File: config.mk
export PLATFORM = sky130hd
export DESIGN_NAME = riio_supply_seq
export DESIGN_NICKNAME = d
export VERILOG_FILES = /design/src/rtl/riio_seq_pkg.sv /design/src/rtl/riio_sync2.sv /design/src/rtl/riio_supply_seq.sv
export SDC_FILE = /design/constraint.sdc
export NUM_CORES = 1
export LEC_CHECK = 0
export ABC_AREA = 1
export CAP_MARGIN = 30
export CORE_MARGIN = 5
export CORE_UTILIZATION = 60
export CTS_CLUSTER_SIZE = 10
export DETAILED_ROUTE_END_ITERATION = 6
export DONT_BUFFER_PORTS = 1
export GPL_ROUTABILITY_DRIVEN = 0
export PLACE_DENSITY_LB_ADDON = 0.2
export SYNTH_ARGS = -nofsm -noshare
export SYNTH_HDL_FRONTEND = slang
export SYNTH_HIERARCHICAL = 1
export SYNTH_SLANG_ARGS = --single-unit
File: constraint.sdc
create_clock -name clk -period 3.5 [get_ports clk]
set_input_delay 0.525 -clock clk [delete_from_list [all_inputs] [get_ports clk]]
set_output_delay 0.525 -clock clk [all_outputs]
set_load 0.005 [all_outputs]
File: src/rtl/riio_seq_pkg.sv
// Shared types and sizing helpers for the IO-ring supply sequencer.
package riio_seq_pkg;

  typedef enum logic [2:0] {
    ST_OFF,
    ST_PWR_UP,
    ST_SETTLE,
    ST_ISO_REL,
    ST_ON,
    ST_ISO_SET,
    ST_PWR_DN
  } seq_state_e;

  localparam int unsigned DEF_SETTLE_CYC  = 16;
  localparam int unsigned DEF_TIMEOUT_CYC = 1024;

  // Width of a segment index; never narrower than one bit.
  function automatic int unsigned idx_width(input int unsigned n);
    return (n <= 1) ? 1 : $clog2(n);
  endfunction

endpackage

File: src/rtl/riio_sync2.sv
// Two-flop synchroniser for asynchronous level inputs; clears to 0 on reset.
module riio_sync2 #(
  parameter int unsigned W = 1
) (
  input  logic         clk,
  input  logic         rst,
  input  logic [W-1:0] d_i,
  output logic [W-1:0] q_o
);

  logic [W-1:0] meta_q;
  logic [W-1:0] sync_q;

  always_ff @(posedge clk) begin
    if (rst) begin
      meta_q <= '0;
      sync_q <= '0;
    end else begin
      meta_q <= d_i;
      sync_q <= meta_q;
    end
  end

  assign q_o = sync_q;

endmodule

File: src/rtl/riio_supply_seq.sv
// Sequences pad-ring supply segments up in ascending and down in descending
// order, with power-up timeout and supply-loss faults.
module riio_supply_seq
  import riio_seq_pkg::*;
#(
  parameter int unsigned NSEG        = 4,
  parameter int unsigned SETTLE_CYC  = DEF_SETTLE_CYC,
  parameter int unsigned TIMEOUT_CYC = DEF_TIMEOUT_CYC
) (
  input  logic                         clk,
  input  logic                         rst,
  input  logic                         on_req_i,
  input  logic [NSEG-1:0]              seg_pwrok_i,
  output logic [NSEG-1:0]              seg_pwr_en_o,
  output logic [NSEG-1:0]              seg_iso_o,
  output logic                         ring_ready_o,
  output logic                         busy_o,
  output logic                         fault_o,
  output logic [idx_width(NSEG)-1:0]   fault_seg_o
);

  localparam int unsigned IW   = idx_width(NSEG);
  localparam int unsigned MAXC = (TIMEOUT_CYC > SETTLE_CYC) ? TIMEOUT_CYC : SETTLE_CYC;
  localparam int unsigned CW   = $clog2(MAXC + 1);

  seq_state_e      state_q, state_d;
  logic [IW-1:0]   idx_q, idx_d;
  logic [CW-1:0]   cnt_q, cnt_d;
  logic [NSEG-1:0] pwr_en_q, pwr_en_d;
  logic [NSEG-1:0] iso_q, iso_d;
  logic            ready_q, ready_d;
  logic            fault_q, fault_d;
  logic [IW-1:0]   fseg_q, fseg_d;
  logic            busy_q;

  logic [NSEG-1:0] pwrok_s;
  logic            any_lost;
  logic [IW-1:0]   lost_idx;
  logic            enter_down;
  logic [IW-1:0]   down_idx;

  riio_sync2 #(.W(NSEG)) u_pwrok_sync (
    .clk (clk),
    .rst (rst),
    .d_i (seg_pwrok_i),
    .q_o (pwrok_s)
  );

  // Lowest-index segment whose synchronised supply-OK has dropped.
  always_comb begin
    any_lost = ~&pwrok_s;
    lost_idx = '0;
    for (int k = int'(NSEG) - 1; k >= 0; k--) begin
      if (!pwrok_s[k]) lost_idx = IW'(k);
    end
  end

  always_comb begin
    state_d    = state_q;
    idx_d      = idx_q;
    cnt_d      = cnt_q;
    pwr_en_d   = pwr_en_q;
    iso_d      = iso_q;
    ready_d    = ready_q;
    fault_d    = fault_q;
    fseg_d     = fseg_q;
    enter_down = 1'b0;
    down_idx   = idx_q;

    case (state_q)
      ST_OFF: begin
        if (fault_q) begin
          if (!on_req_i) begin
            fault_d = 1'b0;
            fseg_d  = '0;
          end
        end else if (on_req_i) begin
          state_d     = ST_PWR_UP;
          idx_d       = '0;
          cnt_d       = '0;
          pwr_en_d[0] = 1'b1;
        end
      end
      ST_PWR_UP: begin
        cnt_d = cnt_q + CW'(1);
        if (!on_req_i) begin
          enter_down = 1'b1;
        end else if ((cnt_q != '0) && pwrok_s[idx_q]) begin
          state_d = ST_SETTLE;
          cnt_d   = '0;
        end else if (cnt_q == CW'(TIMEOUT_CYC - 1)) begin
          fault_d    = 1'b1;
          fseg_d     = idx_q;
          enter_down = 1'b1;
        end
      end
      ST_SETTLE: begin
        cnt_d = cnt_q + CW'(1);
        if (!on_req_i) begin
          enter_down = 1'b1;
        end else if (cnt_q == CW'(SETTLE_CYC - 1)) begin
          state_d = ST_ISO_REL;
          cnt_d   = '0;
        end
      end
      ST_ISO_REL: begin
        iso_d[idx_q] = 1'b0;
        if (idx_q != IW'(NSEG - 1)) begin
          pwr_en_d[idx_q + IW'(1)] = 1'b1;
          idx_d   = idx_q + IW'(1);
          cnt_d   = '0;
          state_d = ST_PWR_UP;
        end else begin
          state_d = ST_ON;
          ready_d = 1'b1;
        end
      end
      ST_ON: begin
        if (any_lost) begin
          fault_d    = 1'b1;
          fseg_d     = lost_idx;
          enter_down = 1'b1;
          down_idx   = IW'(NSEG - 1);
        end else if (!on_req_i) begin
          enter_down = 1'b1;
          down_idx   = IW'(NSEG - 1);
        end
      end
      ST_ISO_SET: begin
        iso_d[idx_q]    = 1'b1;
        pwr_en_d[idx_q] = 1'b0;
        ready_d         = 1'b0;
        cnt_d           = '0;
        state_d         = ST_PWR_DN;
      end
      ST_PWR_DN: begin
        cnt_d = cnt_q + CW'(1);
        if (cnt_q == CW'(SETTLE_CYC - 1)) begin
          cnt_d = '0;
          if (idx_q != '0) begin
            enter_down = 1'b1;
            down_idx   = idx_q - IW'(1);
          end else begin
            state_d = ST_OFF;
          end
        end
      end
      default: state_d = ST_OFF;
    endcase

    // Isolation is raised on the edge entering ISO_SET so the switch-off
    // one edge later always sees an already-isolated segment.
    if (enter_down) begin
      state_d         = ST_ISO_SET;
      idx_d           = down_idx;
      cnt_d           = '0;
      iso_d[down_idx] = 1'b1;
      ready_d         = 1'b0;
    end
  end

  always_ff @(posedge clk) begin
    if (rst) begin
      state_q  <= ST_OFF;
      idx_q    <= '0;
      cnt_q    <= '0;
      pwr_en_q <= '0;
      iso_q    <= '1;
      ready_q  <= 1'b0;
      fault_q  <= 1'b0;
      fseg_q   <= '0;
      busy_q   <= 1'b0;
    end else begin
      state_q  <= state_d;
      idx_q    <= idx_d;
      cnt_q    <= cnt_d;
      pwr_en_q <= pwr_en_d;
      iso_q    <= iso_d;
      ready_q  <= ready_d;
      fault_q  <= fault_d;
      fseg_q   <= fseg_d;
      busy_q   <= (state_d != ST_OFF) && (state_d != ST_ON);
    end
  end

  assign seg_pwr_en_o = pwr_en_q;
  assign seg_iso_o    = iso_q;
  assign ring_ready_o = ready_q;
  assign busy_o       = busy_q;
  assign fault_o      = fault_q;
  assign fault_seg_o  = fseg_q;

endmodule
=== Word level (Yosys, flattened, before mapping) ===
Index checks and enable logic that the tools add are counted.

* Output and inout bits: 13
* Bits in registers: 37
* Bits of input ports: 7
* Word-level logic and storage cells: 145

* Add/sub/neg operators: 3
* Order comparisons: 6
* Mux-type cells: 72
* Reductions and logical operators: 23
* Bitwise gates (word level): 6
* Equal/unequal tests: 23

{| class="wikitable"
|+ Operator list
! cell !! number
|-
| $mux 11 || 7
|-
| $pmux 11 s6 || 1
|-
| $mux 2 || 18
|-
| $mux 3 || 10
|-
| $ne 2x2->1 const B || 11
|-
| $pmux 3 s7 || 1
|-
| $mux 1 || 20
|-
| $reduce_and 4->1 || 4
|-
| $ne 3x3->1 const B || 4
|-
| $or 4x4->4 || 3
|-
| $reduce_bool 3->1 || 4
|-
| $add 11x1->11 const B || 1
|-
| $eq 11x10->1 const B || 1
|-
| $eq 11x4->1 const B || 1
|-
| $reduce_bool 11->1 || 1
|-
| $eq 3x3->1 const B || 3
|-
| $lt 2x3->1 const B || 3
|-
| $and 4x4->4 || 2
|-
| $mux 4 || 2
|-
| $pmux 2 s2 || 2
|-
| $pmux 4 s2 || 1
|-
| $reduce_and 7->1 || 1
|-
| $demux 1 s2 || 3
|-
| $eq 3x2->1 const B || 2
|-
| other kinds (18) || 27
|}

=== Longest topological paths before layout ===
Gate-level depths: netlist of the first run.

* Depth after elaboration: 10
* Gate-level depth with buffers: 12
* Gate-level depth less buffers: 12

=== By module ===
Netlist of the first run, hierarchy kept.

{| class="wikitable"
|+ By module, submodules not included
! module !! area each (um^2) !! instances !! cells each !! seq. area each (um^2)
|-
| riio_supply_seq || 1821.7 || 1 || 283 || 580.6
|-
| riio_sync2 || 231.5 || 1 || 25 || 160.2
|}

=== Worst setup path after synthesis of the first run ===
OpenSTA, ideal clock, no wires.

* Kind: reg-to-reg
* From: register cnt_q[0]
* To: register cnt_q[3]
* Data required time: 3.378 ns
* Cell stages (with the launch flop): 11
* Slack: 1.976 ns
* Data arrival time: 1.401 ns
* Path buffers: 0
* Clock period less this slack: 1.524 ns
* Library setup time: 0.122 ns
* Cells stage by stage: dfxtp_1 > ha_1 > nand2_1 > nor2_1 > nand3_1 > nor2_2 > nand3_2 > nand2_4 > nor2_4 > o21ai_4 > nor2_1

* Cells in the longest elaborated chain, start to end: 6
* Elaborated cells on any way between the ends: 16
* Those cells by class: add/sub: 1; eq/ne: 2; mux: 10; reduce/logical: 3

{| class="wikitable"
|+ RTL lines
! what !! RTL line !! RTL
|-
| start, declared || riio_supply_seq.sv:28 || <nowiki>logic [CW-1:0] cnt_q, cnt_d;</nowiki>
|-
| start signal, assigned || riio_supply_seq.sv:176 || <nowiki>cnt_q <= cnt_d;</nowiki>
|-
| parallel branches: the longest is 6 deep, another holds $add 11x1->11 || n/a ||
|}

Several ways; the timed one is not identified.
A chain may end at the register's enable or synchronous reset.

=== Worst setup path after layout of the first run ===
* From: register cnt_q[1]
* To: register cnt_q[3]

Same word-level chain as after synthesis.

==> metrics.txt, run 1 <==
status=complete, no violations; Final Power=1.315 mW; area share of the largest cell type after synthesis=36.08%; Layout Skew=0.008249 ns; post-route setup TNS=0 ns; Final ANT Viol Nets=0; sequential element share of the synthesized area=36.08%; gr ovfl total=0; Net Sw Frac=between 40% and 50%; switching power=559.1 uW; PostCTS Resize Cnt=0; post-CTS setup buffers=0; hold_sp=rst; reg2reg end=cnt_q[3]; CTS Buf Count=5; All-Layer GR Usage=between 20% and 30%; vias=1,805; Pint=756.2 uW; Slew @ Worst Pin=0.3832 ns; Worst-path clk slew=0.11 ns; Max Freq=roughly 560 MHz; Worst Path Required=3.73 ns; maximum vdd drop=318.1 uV; crit path kind=flip-flop to flip-flop; WHS Path Cells=1; Max Cap Violations=0; vias in the first global route=approximately 1,600; vias per cell=approximately 5; Clk network pwr share=18.9%; yosys warns=6; first-pass GRT wire length=6893 um; routed len/inst=11.28 um; CTS H-tree depth=2; row count=21; Worst setup EP type=flip-flop; RSZ-0062 raised after global routing=false; Placed Area=2100 um^2; Place WS=1.717 ns; total clock sinks=37; I/O Pins=20; Area Growth Syn to Fin=5.667%; maximum clock path buffer count=2; ANT cells=0; syn nets=323; Hold WC Path Type=input port to flip-flop; Area contributors post-synth=dfxtp_1 36%, nand2_1 13%, nor2_1 11%, inv_1 7.7%, nand3_1 5.6%; initial DRC count=between 100 and 150; CP max FO=9; crit path time final=roughly 1.8 ns; critical path data arrival time=2.03 ns; Die H=68.50 um; die area=4692 um^2; Initial Util=61.53%; Flop pwr share=a little under 40%; clk root buf=clkbuf_4; # nets final=329; Pre-antenna DRT Iters=4; Core Area=roughly 3300 um^2; Final period util=51.45%; Seq cells post-synth=37; Post-CTS Hold Buffers=0; Hold Path Sink=idx_q[0]; Final setup viols=0; fin area=2170 um^2; final hold vios=0; post-synth top area cell=dfxtp_1; CTS tree=done; combinational fraction of design power=a little over two fifths; worst reg2reg path startpoint=cnt_q[1]; DRC=0; Clock Latency Late Sink=between 0.3 and 0.4 ns; synthesized cell area=2053 um^2; leak pwr=0.9354 nW; Die W=68.50 um; flop2flop setup slack=~1.7 ns; port bufs=0; reg2reg path depth=10; initial antenna violation count=0; largest net degree at the start of global routing=16; Startpoint Class=flip-flop; Max-slew headroom=74.26%; fin. max-slew vios=0; routed wire length=4071 um; Avg Cell Area, Syn=6.666 um^2; worst setup margin=1.699 ns; layout cell share with drive strength beyond 1=8.889%; Final HPWL DP=~3200 um; Final Util=between 60% and 70%; cells after synthesis=308; PwrDens=roughly 600 nW/um^2; post-synthesis cell type count=28
layout make-up:
| class | instances | area [um^2] |
|---|---|---|
| inverters | 47 | 176.4 |
| fillers | 310 | 1167 |
| clock inverters | 1 | 5.005 |
| multi-input cells | 223 | 1125 |
| clock buffers | 7 | 65.06 |
| flip-flops and latches | 37 | 740.7 |
| well taps | 46 | 57.56 |
cells in the final DEF, fill, tap and decap left out:
cell and count:
a21oi_1 9, a31oi_1 1, clkbuf_4 5, clkbuf_8 2, clkinv_1 1, clkinv_2 1, dfxtp_1 37, ha_1 8
inv_1 42, inv_2 4, nand2_1 70, nand2_2 5, nand2_4 1, nand3_1 23, nand3_2 2, nand4_1 5
nor2_1 58, nor2_2 3, nor2_4 3, nor3_1 2, o211ai_1 2, o21ai_0 16, o21ai_1 1, o21ai_2 1
o21ai_4 1, o21bai_1 1, o22ai_1 3, o32ai_1 1, xnor2_1 1, xor2_1 6
worst max-delay path: stages, from the launching register on:
cell and delay (ns):
dfxtp_1 0.37, ha_1 0.20, nand2_1 0.06, nor2_1 0.23, nand3_1 0.16, nor2_2 0.14, nand3_2 0.12, nand2_4 0.15
nor2_4 0.06, o21ai_4 0.11, nor2_1 0.08
power groups by stage:
stage | Clock [mW] | Combinational (mW) | Sequential, mW
2_1_floorplan | 0 | 0.444 | 0.513
3_3_place_gp | 0 | 0.542 | 0.524
3_5_place_dp | 0 | 0.545 | 0.525
4_1_cts | 0.258 | 0.547 | 0.516
5_1_grt | 0.282 | 0.624 | 0.523
6_report | 0.248 | 0.551 | 0.516
state kept, by name, summed over array words and instances (netlist names):
register,flops
u_pwrok_sync/meta_q,4
state_q,3
cnt_q,11
fault_o,1
ring_ready_o,1
busy_o,1
fault_seg_o,2
seg_pwr_en_o,4
seg_iso_o,4
idx_q,2
u_pwrok_sync/q_o,4
metal layers:
metal,vias to the layer above,GRT usage [%],share of wire (%)
met5,-,0,0
met4,0,9.677,2.1
met3,7,4.862,6.3
met2,50,29.08,40
met1,772,27.66,51
li1,976,-,-
synth_stat cells (all sizes together):
cell type / n
o21ai: 19
nor2: 64
o211ai: 2
nand2: 76
nand4: 5
xnor2: 1
a31oi: 1
clkinv: 1
o21bai: 1
nand3: 25
xor2: 6
o22ai: 3
a21oi: 9
inv: 46
buf: 1
ha: 8
dfxtp: 37
nor3: 2
o32ai: 1
cells by family (layout without fill, tap and decap cells):
group	count (synthesis)	after routing	synth area share, %
AND/OR/NAND/NOR	172	172	36.62
buffers and inverters	48	55	9.140
adder cells (fa/ha/maj)	8	8	4.875
flip-flops	37	37	36.08
XOR/XNOR	7	7	2.986
AO/OA/AOI/OAI	36	36	10.30
through the flow:
stage / hold WS (ns) / cells
3_3_place_gp: 0.3906 / 353
3_5_place_dp: 0.3971 / 353
4_1_cts: 0.2229 / 361
5_1_grt: 0.2100 / 361
6_report: 0.2376 / 361
2_1_floorplan: 0.3883 / 308
worst max path at each step:
stage	slack [ns]	to	cells after the start	from
detailed placement	1.72	cnt_q[3]	10	cnt_q[1]
global placement	1.73	cnt_q[3]	8	cnt_q[1]
floorplan	1.98	cnt_q[3]	10	cnt_q[0]
CTS	1.70	cnt_q[3]	10	cnt_q[1]
global route	1.50	cnt_q[5]	10	cnt_q[1]
finish	1.70	cnt_q[3]	10	cnt_q[1]
Note: power is estimated with default switching activity, not from simulation.
==> run 2: changes to the inputs <==
Clock period 3.5 ns to 1.8 ns, I/O delays scaled along.
==> run 2 against run 1 <==
Net effect: utilization up 5.4 points; critical path type unchanged; worst setup slack worse by 1.6 ns; worst hold slack worse by 0.23 ns; cell area up 8.3%; clock skew up 0.0071 ns; first-iteration DRC count down 6.3%; combinational power up 130%; total power up 120%; largest power group unchanged.
==> metrics.txt, run 2 (same netlist as run 1, synthesis figures left out) <==
critical path data arrival time=a little under 2 ns; CTS tree=done; Final period util=93.37%; I/O Pins=20; Final HPWL DP=3342 um; Startpoint Class=flip-flop; most common cell after layout, fill and taps aside=nand2_1; Place WS=roughly 0.036 ns; row count=21; Die H=68.50 um; gr ovfl total=0; Core Area=3337 um^2; Final Util=a little over two thirds; status=complete, no violations; Worst setup EP type=flip-flop; crit path time final=1.681 ns; clk root buf=clkbuf_4; PwrDens=1218 nW/um^2; vias in the first global route=approximately 1,800; Worst-path clk slew=0.12 ns; switching power=1.222 mW; final hold vios=0; combinational fraction of design power=44.2%; WHS Path Cells=2; Layout Skew=around 0.015 ns; first-pass GRT wire length=7893 um; Worst Path Required=2.08 ns; Max Freq=595.0 MHz; Hold WC Path Type=input port to flip-flop; Clk network pwr share=20.9%; maximum clock path buffer count=2; routed len/inst=12.37 um; fin. max-slew vios=0; DRC=0; reg2reg path depth=10; initial DRC count=119; leading cell types in the layout, fill and taps excluded=69 x nand2_1, 54 x nor2_1, 41 x inv_1; die area=4692 um^2; Area Growth Syn to Fin=14.44%; port bufs=0; crit path kind=flip-flop to flip-flop; vias=around 2,000; routed wire length=4637 um; leak pwr=1.012 nW; Pint=1.640 mW; initial antenna violation count=0; Max-slew headroom=72.31%; CP max FO=7; Clock Latency Late Sink=~0.36 ns; vias per cell=~5.2; CTS H-tree depth=2; layout cell share with drive strength beyond 1=15.81%; post-route insts no fill=375; Pre-antenna DRT Iters=4; Final setup viols=0; total clock sinks=37; largest net degree at the start of global routing=14; worst setup margin=between 0.1 and 0.15 ns; All-Layer GR Usage=22.75%; register name with the most flops=cnt_q; cell count after placement=359; Largest register FFs=11; maximum vdd drop=between 700 and 800 uV; # nets final=343; Final ANT Viol Nets=0; ANT cells=0; Initial Util=between 60 and 70%; Max Cap Violations=0; Flop pwr share=a little over a third; Die W=68.50 um; Slew @ Worst Pin=0.4139 ns; Net Sw Frac=42.70%; CTS Buf Count=5
run 2: cell types whose count changed in the layout (fill, tap and decap cells not counted), sizes merged:
cell         previous run  this run
bufinv                  0         1
clkinvlp                0         1
o21ai                  19        20
dlygate4sd3             0         4
clkbuf                  7         5
buf                     0         9
run 2: final timing paths:
check	from	end	slack (ns)
hold reg to reg	u_pwrok_sync/meta_q[0]	u_pwrok_sync/q_o[0]	0.41
setup reg to reg	cnt_q[10]	cnt_q[7]	0.12
setup / recovery	cnt_q[10]	cnt_q[7]	0.12
hold / removal	seg_pwrok_i[1]	u_pwrok_sync/meta_q[1]	0.008
run 2: critical path, cell delays in order, from the launching register on:
cell,delay [ns]
dfxtp_1,0.45
nor2_1,0.07
nand2_1,0.13
inv_1,0.10
nand2_1,0.12
nor2_1,0.08
nor2_4,0.11
nand2_4,0.10
nor2_4,0.24
nand2_1,0.10
a21oi_1,0.12
run 2: per-layer routing:
metal | wire length (um) | vias up | GRT usage (%)
met3 | 329 | 7 | 6.159
met1 | 2174 | 883 | 29.94
li1 | - | 1016 | -
met4 | 80 | 0 | 9.181
met5 | 0 | - | 0
met2 | 2053 | 58 | 35.04
run 2: area by class of cell:
type                       instances  area (um^2)
clock buffer                       5        37.54
clock inverter                     3        46.29
fill                             305        987.2
inverter                          47        176.4
multi-input combinational        224         1180
sequential                        37        744.5
tap                               46        57.56
timing repair buffer              13        107.6
run 2: timing repair:
| item | 4_1_cts | 5_1_grt |
|---|---|---|
| hold buffers | 4 | 0 |
| cloned | 1 | 0 |
| buffers inserted | 0 | 3 |
| setup endpoints to repair | 6 | 18 |
| gates resized for setup | 3 | 14 |
| pin swaps | 1 | 6 |
| endpoints found under the hold margin | 12 | 0 |
run 2: power groups by stage:
stage	Sequential [mW]	Clock, mW	Combinational (mW)
2_1_floorplan	0.997	0	0.863
3_3_place_gp	1.01	0	1.10
3_5_place_dp	1.01	0	1.11
4_1_cts	0.993	0.602	1.15
5_1_grt	1.01	0.647	1.42
6_report	1.00	0.599	1.26
run 2: stage by stage:
| step | setup TNS [ns] | hold slack, ns | power [mW] | instance area [um^2] |
|---|---|---|---|---|
| 2_1_floorplan | 0 | 0.3391 | 1.860 | 2053 |
| 3_3_place_gp | 0 | 0.3434 | 2.103 | 2145 |
| 3_5_place_dp | 0 | 0.3424 | 2.117 | 2145 |
| 4_1_cts | 0 | 0.00004871 | 2.748 | 2285 |
| 5_1_grt | -0.005821 | 0.01071 | 3.076 | 2350 |
| 6_report | 0 | 0.007814 | 2.863 | 2350 |
